==> config.mk <==
export PLATFORM = sky130hd
export DESIGN_NAME = rom_seq_ctrl_flat
export DESIGN_NICKNAME = d
export VERILOG_FILES = /design/src/rtl/rom_seq_ctrl_if.sv /design/src/rtl/rom_seq_ctrl.sv /design/src/flat_wrapper.sv
export SDC_FILE = /design/constraint.sdc
export NUM_CORES = 1
export LEC_CHECK = 0
export BUFFER_PORTS_ARGS = -buffer_cell sky130_fd_sc_hd__buf_4
export CAP_MARGIN = 15
export CORE_MARGIN = 2
export CORE_UTILIZATION = 50
export DETAILED_ROUTE_END_ITERATION = 6
export GPL_ROUTABILITY_DRIVEN = 0
export PLACE_DENSITY = 0.71
export SYNTH_ARGS = -nofsm -noshare
export SYNTH_HDL_FRONTEND = slang
export SYNTH_SLANG_ARGS = --single-unit
==> constraint.sdc <==
create_clock -name sys_clk -period 2.2 [get_ports sys_clk]
set_clock_uncertainty 0.1 [all_clocks]
set_input_delay 0.44 -clock sys_clk [delete_from_list [all_inputs] [get_ports sys_clk]]
set_output_delay 0.44 -clock sys_clk [all_outputs]
set_load 0.03 [all_outputs]
==> src/rtl/rom_seq_ctrl_if.sv <==
// Control/status bundle between a ROM address sequencer and whoever drives it.
// No valid/ready handshake: key_flag and step_flag are single-cycle pulses sampled on every
// rising sys_clk edge, run_en and dir are levels, and addr/hold_vec/tick are registered.
interface rom_seq_ctrl_if #(
   parameter int ADDR_W   = 8,
   parameter int NUM_KEYS = 2
);
   logic [NUM_KEYS-1:0] key_flag;
   logic                run_en;
   logic                step_flag;
   logic                dir;
   logic [ADDR_W-1:0]   addr;
   logic [NUM_KEYS-1:0] hold_vec;
   logic                tick;

   modport master (
      output key_flag, run_en, step_flag, dir,
      input  addr, hold_vec, tick
   );

   modport slave (
      input  key_flag, run_en, step_flag, dir,
      output addr, hold_vec, tick
   );
endinterface

==> src/rtl/rom_seq_ctrl.sv <==
// ROM address sequencer: timed auto-advance, paused single-stepping and
// per-key preset holds, with wrap between ADDR_MIN and ADDR_MAX.
module rom_seq_ctrl #(
   parameter int                         ADDR_W   = 8,
   parameter logic [23:0]                TICK_MAX = 24'd9_999_999,
   parameter int                         NUM_KEYS = 2,
   parameter logic [NUM_KEYS*ADDR_W-1:0] PRESETS  = {8'd199, 8'd99},
   parameter logic [ADDR_W-1:0]          ADDR_MIN = '0,
   parameter logic [ADDR_W-1:0]          ADDR_MAX = {ADDR_W{1'b1}}
) (
   input logic           sys_clk,
   input logic           sys_rst_n,
   rom_seq_ctrl_if.slave bus
);

   localparam int                CNT_W = $bits(TICK_MAX);
   localparam logic [ADDR_W:0]   SPAN  = {1'b0, ADDR_MAX} - {1'b0, ADDR_MIN};

   logic [CNT_W-1:0]    cnt;
   logic [NUM_KEYS-1:0] key_sel;
   logic [ADDR_W-1:0]   preset_addr;
   logic [ADDR_W-1:0]   adv_addr;
   logic [ADDR_W-1:0]   offs;
   logic                key_evt;
   logic                key_hit_held;
   logic                hold_active;
   logic                in_range;
   logic                term;
   logic                auto_adv;
   logic                step_adv;

   assign key_evt      = |bus.key_flag;
   assign hold_active  = |bus.hold_vec;
   assign key_hit_held = |(key_sel & bus.hold_vec);
   assign term         = (cnt == TICK_MAX);
   assign auto_adv     = bus.run_en && !hold_active && term && !key_evt;
   assign step_adv     = !bus.run_en && !hold_active && bus.step_flag && !key_evt;

   // Offset from ADDR_MIN exceeds the span for any address below ADDR_MIN or above ADDR_MAX.
   assign offs     = bus.addr - ADDR_MIN;
   assign in_range = ({1'b0, offs} <= SPAN);

   // Isolate the lowest set key bit so simultaneous presses resolve to the lowest index.
   always_comb begin
      key_sel     = bus.key_flag & ~(bus.key_flag - NUM_KEYS'(1));
      preset_addr = ADDR_MIN;
      for (int k = 0; k < NUM_KEYS; k++) begin
         if (key_sel[k]) preset_addr = PRESETS[k*ADDR_W +: ADDR_W];
      end
   end

   always_comb begin
      adv_addr = bus.addr;
      if (!in_range) begin
         adv_addr = bus.dir ? ADDR_MAX : ADDR_MIN;
      end else if (bus.dir) begin
         adv_addr = (bus.addr == ADDR_MIN) ? ADDR_MAX : bus.addr - ADDR_W'(1);
      end else begin
         adv_addr = (bus.addr == ADDR_MAX) ? ADDR_MIN : bus.addr + ADDR_W'(1);
      end
   end

   always_ff @(posedge sys_clk or negedge sys_rst_n) begin
      if (!sys_rst_n) begin
         bus.addr     <= ADDR_MIN;
         bus.hold_vec <= '0;
         bus.tick     <= 1'b0;
         cnt          <= '0;
      end else begin
         bus.tick <= auto_adv;
         if (key_evt) begin
            cnt <= '0;
            if (key_hit_held) begin
               bus.hold_vec <= '0;
            end else begin
               bus.hold_vec <= key_sel;
               bus.addr     <= preset_addr;
            end
         end else if (hold_active) begin
            cnt <= '0;
         end else begin
            // Counter only moves while running; a pause freezes it mid-period.
            if (bus.run_en) cnt <= term ? '0 : cnt + CNT_W'(1);
            if (auto_adv || step_adv) bus.addr <= adv_addr;
         end
      end
   end

endmodule

==> src/flat_wrapper.sv <==
// flat-port wrapper written by rule: the top's interface ports become plain ports
module rom_seq_ctrl_flat 
#(
   parameter int                         ADDR_W   = 8,
   parameter logic [23:0]                TICK_MAX = 24'd9_999_999,
   parameter int                         NUM_KEYS = 2,
   parameter logic [NUM_KEYS*ADDR_W-1:0] PRESETS  = {8'd199, 8'd99},
   parameter logic [ADDR_W-1:0]          ADDR_MIN = '0,
   parameter logic [ADDR_W-1:0]          ADDR_MAX = {ADDR_W{1'b1}}
)
  (sys_clk, sys_rst_n, bus_key_flag, bus_run_en, bus_step_flag, bus_dir, bus_addr, bus_hold_vec, bus_tick);
  rom_seq_ctrl_if #(.ADDR_W(ADDR_W), .NUM_KEYS(NUM_KEYS)) bus_i ();
  input logic sys_clk;
  input logic sys_rst_n;
  input wire logic [$bits(bus_i.key_flag)-1:0] bus_key_flag;
  input wire logic [$bits(bus_i.run_en)-1:0] bus_run_en;
  input wire logic [$bits(bus_i.step_flag)-1:0] bus_step_flag;
  input wire logic [$bits(bus_i.dir)-1:0] bus_dir;
  output wire logic [$bits(bus_i.addr)-1:0] bus_addr;
  output wire logic [$bits(bus_i.hold_vec)-1:0] bus_hold_vec;
  output wire logic [$bits(bus_i.tick)-1:0] bus_tick;
  assign bus_i.key_flag = bus_key_flag;
  assign bus_i.run_en = bus_run_en;
  assign bus_i.step_flag = bus_step_flag;
  assign bus_i.dir = bus_dir;
  assign bus_addr = bus_i.addr;
  assign bus_hold_vec = bus_i.hold_vec;
  assign bus_tick = bus_i.tick;
  rom_seq_ctrl #(.ADDR_W(ADDR_W), .TICK_MAX(TICK_MAX), .NUM_KEYS(NUM_KEYS), .PRESETS(PRESETS), .ADDR_MIN(ADDR_MIN), .ADDR_MAX(ADDR_MAX)) u_core (.sys_clk(sys_clk), .sys_rst_n(sys_rst_n), .bus(bus_i));
endmodule
==> metrics list <==
- The run finished with clean final reports.
- Yosys mapped a number of flops with a built-in enable equal to 0.
- Port Buffers: 17
- The final route contains 2262 vias.
* CTS max path bufs: 2
- Average via count per standard cell: 6.34
- For met1 alone, demand over resource in global routing was 39.4%.
* Length in cells of the worst reg-to-reg path: 6
- Type of the most critical hold path: in2async
- Max Slew Vio Count: 0
* Post-detailed-placement half-perimeter wirelength: 4.26 mm
* Yosys warning total: 0
- The clock net in this run drives a total of 35 sinks.
* Number of rows created at floorplan: 24
- Final min period: 2.17 ns
* Total routing resource utilization after global routing: 24.4%
- Crit Path Class: reg2reg
- Synth cell types: 52
- Maximum number of pins on one net before global-route repair: 36
* Aggregate routed wire length: 5.92 mm
- Clock transition at path regs: 0.07 ns
* Total gr overflow: 0
- Before antenna repair, the detailed router went through 5 iterations.
- Share of synthesized flip-flops with an asynchronous set or reset: 100%
- At the later pin of the worst-skew pair, clock insertion delay measures 0.28 ns.
* DR WL/cell: 16.6 um
* CP Max Fanout: 8
- Setup violations remaining at the end of the flow were counted as 0.
- CP Data Arrival Time: 2.21 ns
* Final worst-path cycle share: 98.4%
- Power density over cell area: 595 nW/um2
- Based on the critical path, the design can be clocked at up to 0.462 GHz.
* Horizontal extent of the die: 71.5 um
- Worst EP required: 2.25 ns
* ANT nets after route: 0
- Mapped Nets: 275
- The worst setup path is launched from a flop.
- In the global route stage, met2 resource usage came out at 33.0%.
- Antenna violations before repair: 0
- The signal on the critical path passes through or4b_4, nor4_4, a21oi_2, buf_4, o41ai_2, a22oi_1.
- The global routing stage identified its most utilized layer as met1.
- Final Instance Count excl. Fillers: 357
* Max-capacitance violation count: 0
- In this run the critical register-to-register path is captured at u_core.bus.addr[0].
* Number of H-tree branching levels: 2
- Number of hold-slack violations in the final timing report: 0
* Layout cells sized above 1: 21.6%
- Compared with the post-synthesis result, the final layout area differs by 20.3%.
* Number of synthesized register bits: 35
* Most used DFF post-synth: dfrtp_1
* Commonest cells after routing, fill and taps aside: 47 x buf_4, 34 x dfrtp_1, 27 x nor2_1, 24 x nand2_1, 15 x nand3_1
* Mapped cell area: 2280 um2
- # IOs: 18
* Average size of a mapped cell: 8.63 um2
- Slowest library cell on the worst path: or4b_4
- For this design the static power due to leakage is 1.20 nW.
- Final total negative setup slack: 0 ns
- Across all register-to-register paths, the minimum setup slack is 0.03 ns.
- The floorplan step defined a core boundary enclosing 4380 um2.
- Diodes inserted: 0
* Number of instances in the synthesized netlist: 264
* Seq/Total Area, Yosys: 38.4%
- TritonCTS built the clock tree.
- In this run the vertical extent of the chip is 71.5 um.
* Total Die Area: 5110 um2
- In this run the critical register-to-register path is launched from u_core.cnt[8].
- For met3 alone, demand over resource in global routing was 5.06%.
- Total clock buffers created by CTS: 5
* Relative slew slack: 70.7%
- The first global-routing pass estimated 9.93 mm of wire.
- Leading cell type in the layout, fill and taps excluded: buf_4
- For the pin with the worst max-slew slack, the measured transition is 0.440 ns.
- Counting tap cells, the placed design contains a total of 349 instances.
- Count of nets after finishing: 317
- The tree is rooted in a clkbuf_8.
- Remaining DRCs: 0
- Via count of the first global-routing pass: 1978
* Starting density of the core: 52.0%
- IR analysis of the VDD net gives a maximum drop of 0.000383 V.
* Starting DRT DRC Count: 286
- On the worst path, the slowest cell contributes a delay of 0.54 ns.
* Critical Path End Type: flop
-- layer usage --
layer | share of wire, % | vias to the layer above
met5 | 0 | -
met4 | 0.88 | 0
met3 | 8.4 | 9
met2 | 42 | 114
met1 | 49 | 1060
li1 | - | 1079
-- kinds of logic (layout without fill, tap and decap cells) --
kind of cell | after synthesis | after routing | share of synthesized area, %
adder cells (fa/ha/maj) | 4 | 4 | 2.20
buffers and inverters | 20 | 61 | 3.68
XOR/XNOR | 14 | 14 | 5.38
AO/OA/AOI/OAI | 56 | 56 | 17.0
flip-flops | 35 | 35 | 38.4
AND/OR/NAND/NOR | 133 | 133 | 32.3
multiplexers | 2 | 2 | 0.988
-- cell type report --
cell class / instances / area (um2)
sequential: 35 / 877
timing repair buffer: 47 / 353
multi-input combinational: 209 / 1340
fill: 394 / 1640
tap: 52 / 65.1
inverter: 8 / 30.0
clock buffer: 6 / 72.6
-- worst max path at each step --
stage                   from            endpoint  slack, ns  depth (start not counted)
3_5_place_dp   u_core.cnt[7]  u_core.bus.addr[4]       0.03                          5
4_1_cts        u_core.cnt[7]  u_core.bus.addr[4]       0.01                          5
6_report       u_core.cnt[8]  u_core.bus.addr[0]       0.03                          6
3_3_place_gp   u_core.cnt[7]  u_core.bus.addr[4]       0.05                          5
2_1_floorplan  u_core.cnt[7]  u_core.bus.addr[4]     -0.002                          6
5_1_grt        u_core.cnt[8]  u_core.bus.addr[7]      -0.03                          6
-- where the power goes --
part	switching (W)	internal, W
Clock	0.000209	0.000211
Combinational	0.000276	0.000187
Sequential	0.0000663	0.000682
Total	0.000551	0.00108
-- flip-flops by register name, indices dropped and copies added, names as in the netlist --
register,cells
u_core.cnt,24
u_core.bus.addr,8
u_core.bus.hold_vec,2
u_core.bus.tick,1
-- through the flow --
step	util [%]	hold WS [ns]	worst slack [ns]	cell area (um2)	total power [W]
floorplan	-	0.0444	-0.00177	2280	0.00104
global placement	60.0	0.318	0.0515	2630	0.00121
detailed placement	60.0	0.321	0.0278	2630	0.00121
finish	62.5	0.00153	0.0341	2740	0.00163
global route	62.5	0.0405	-0.0298	2740	0.00173
CTS	61.7	0.0143	0.0142	2700	0.00163
-- synthesized netlist by cell type (all sizes together), types with 9 or more instances --
cell / instances / area share (%)
nand2: 24 / 4.0
clkbuf: 9 / 1.5
a21oi: 11 / 2.6
nand4: 10 / 2.7
dfrtp: 35 / 38
o21ai: 11 / 2.4
nor2: 27 / 4.4
nor3: 14 / 3.1
nor4: 9 / 3.1
and3: 9 / 2.5
nand3: 15 / 3.3
-- critical path: cells and delay by family, from the launching register on --
kind,cells,cell delay (ns)
buffers and inverters,1,0.17
AND/OR/NAND/NOR,2,0.86
AO/OA/AOI/OAI,3,0.49
flip-flops,1,0.43
-- what timing repair did --
item                       4_1_cts  5_1_grt
setup endpoints to repair        0       14
buffers inserted                 0        2
gates resized for setup          0        6
hold buffers                     0        0
hold endpoints to repair         0        0
Power figures use the tool's default switching activity.
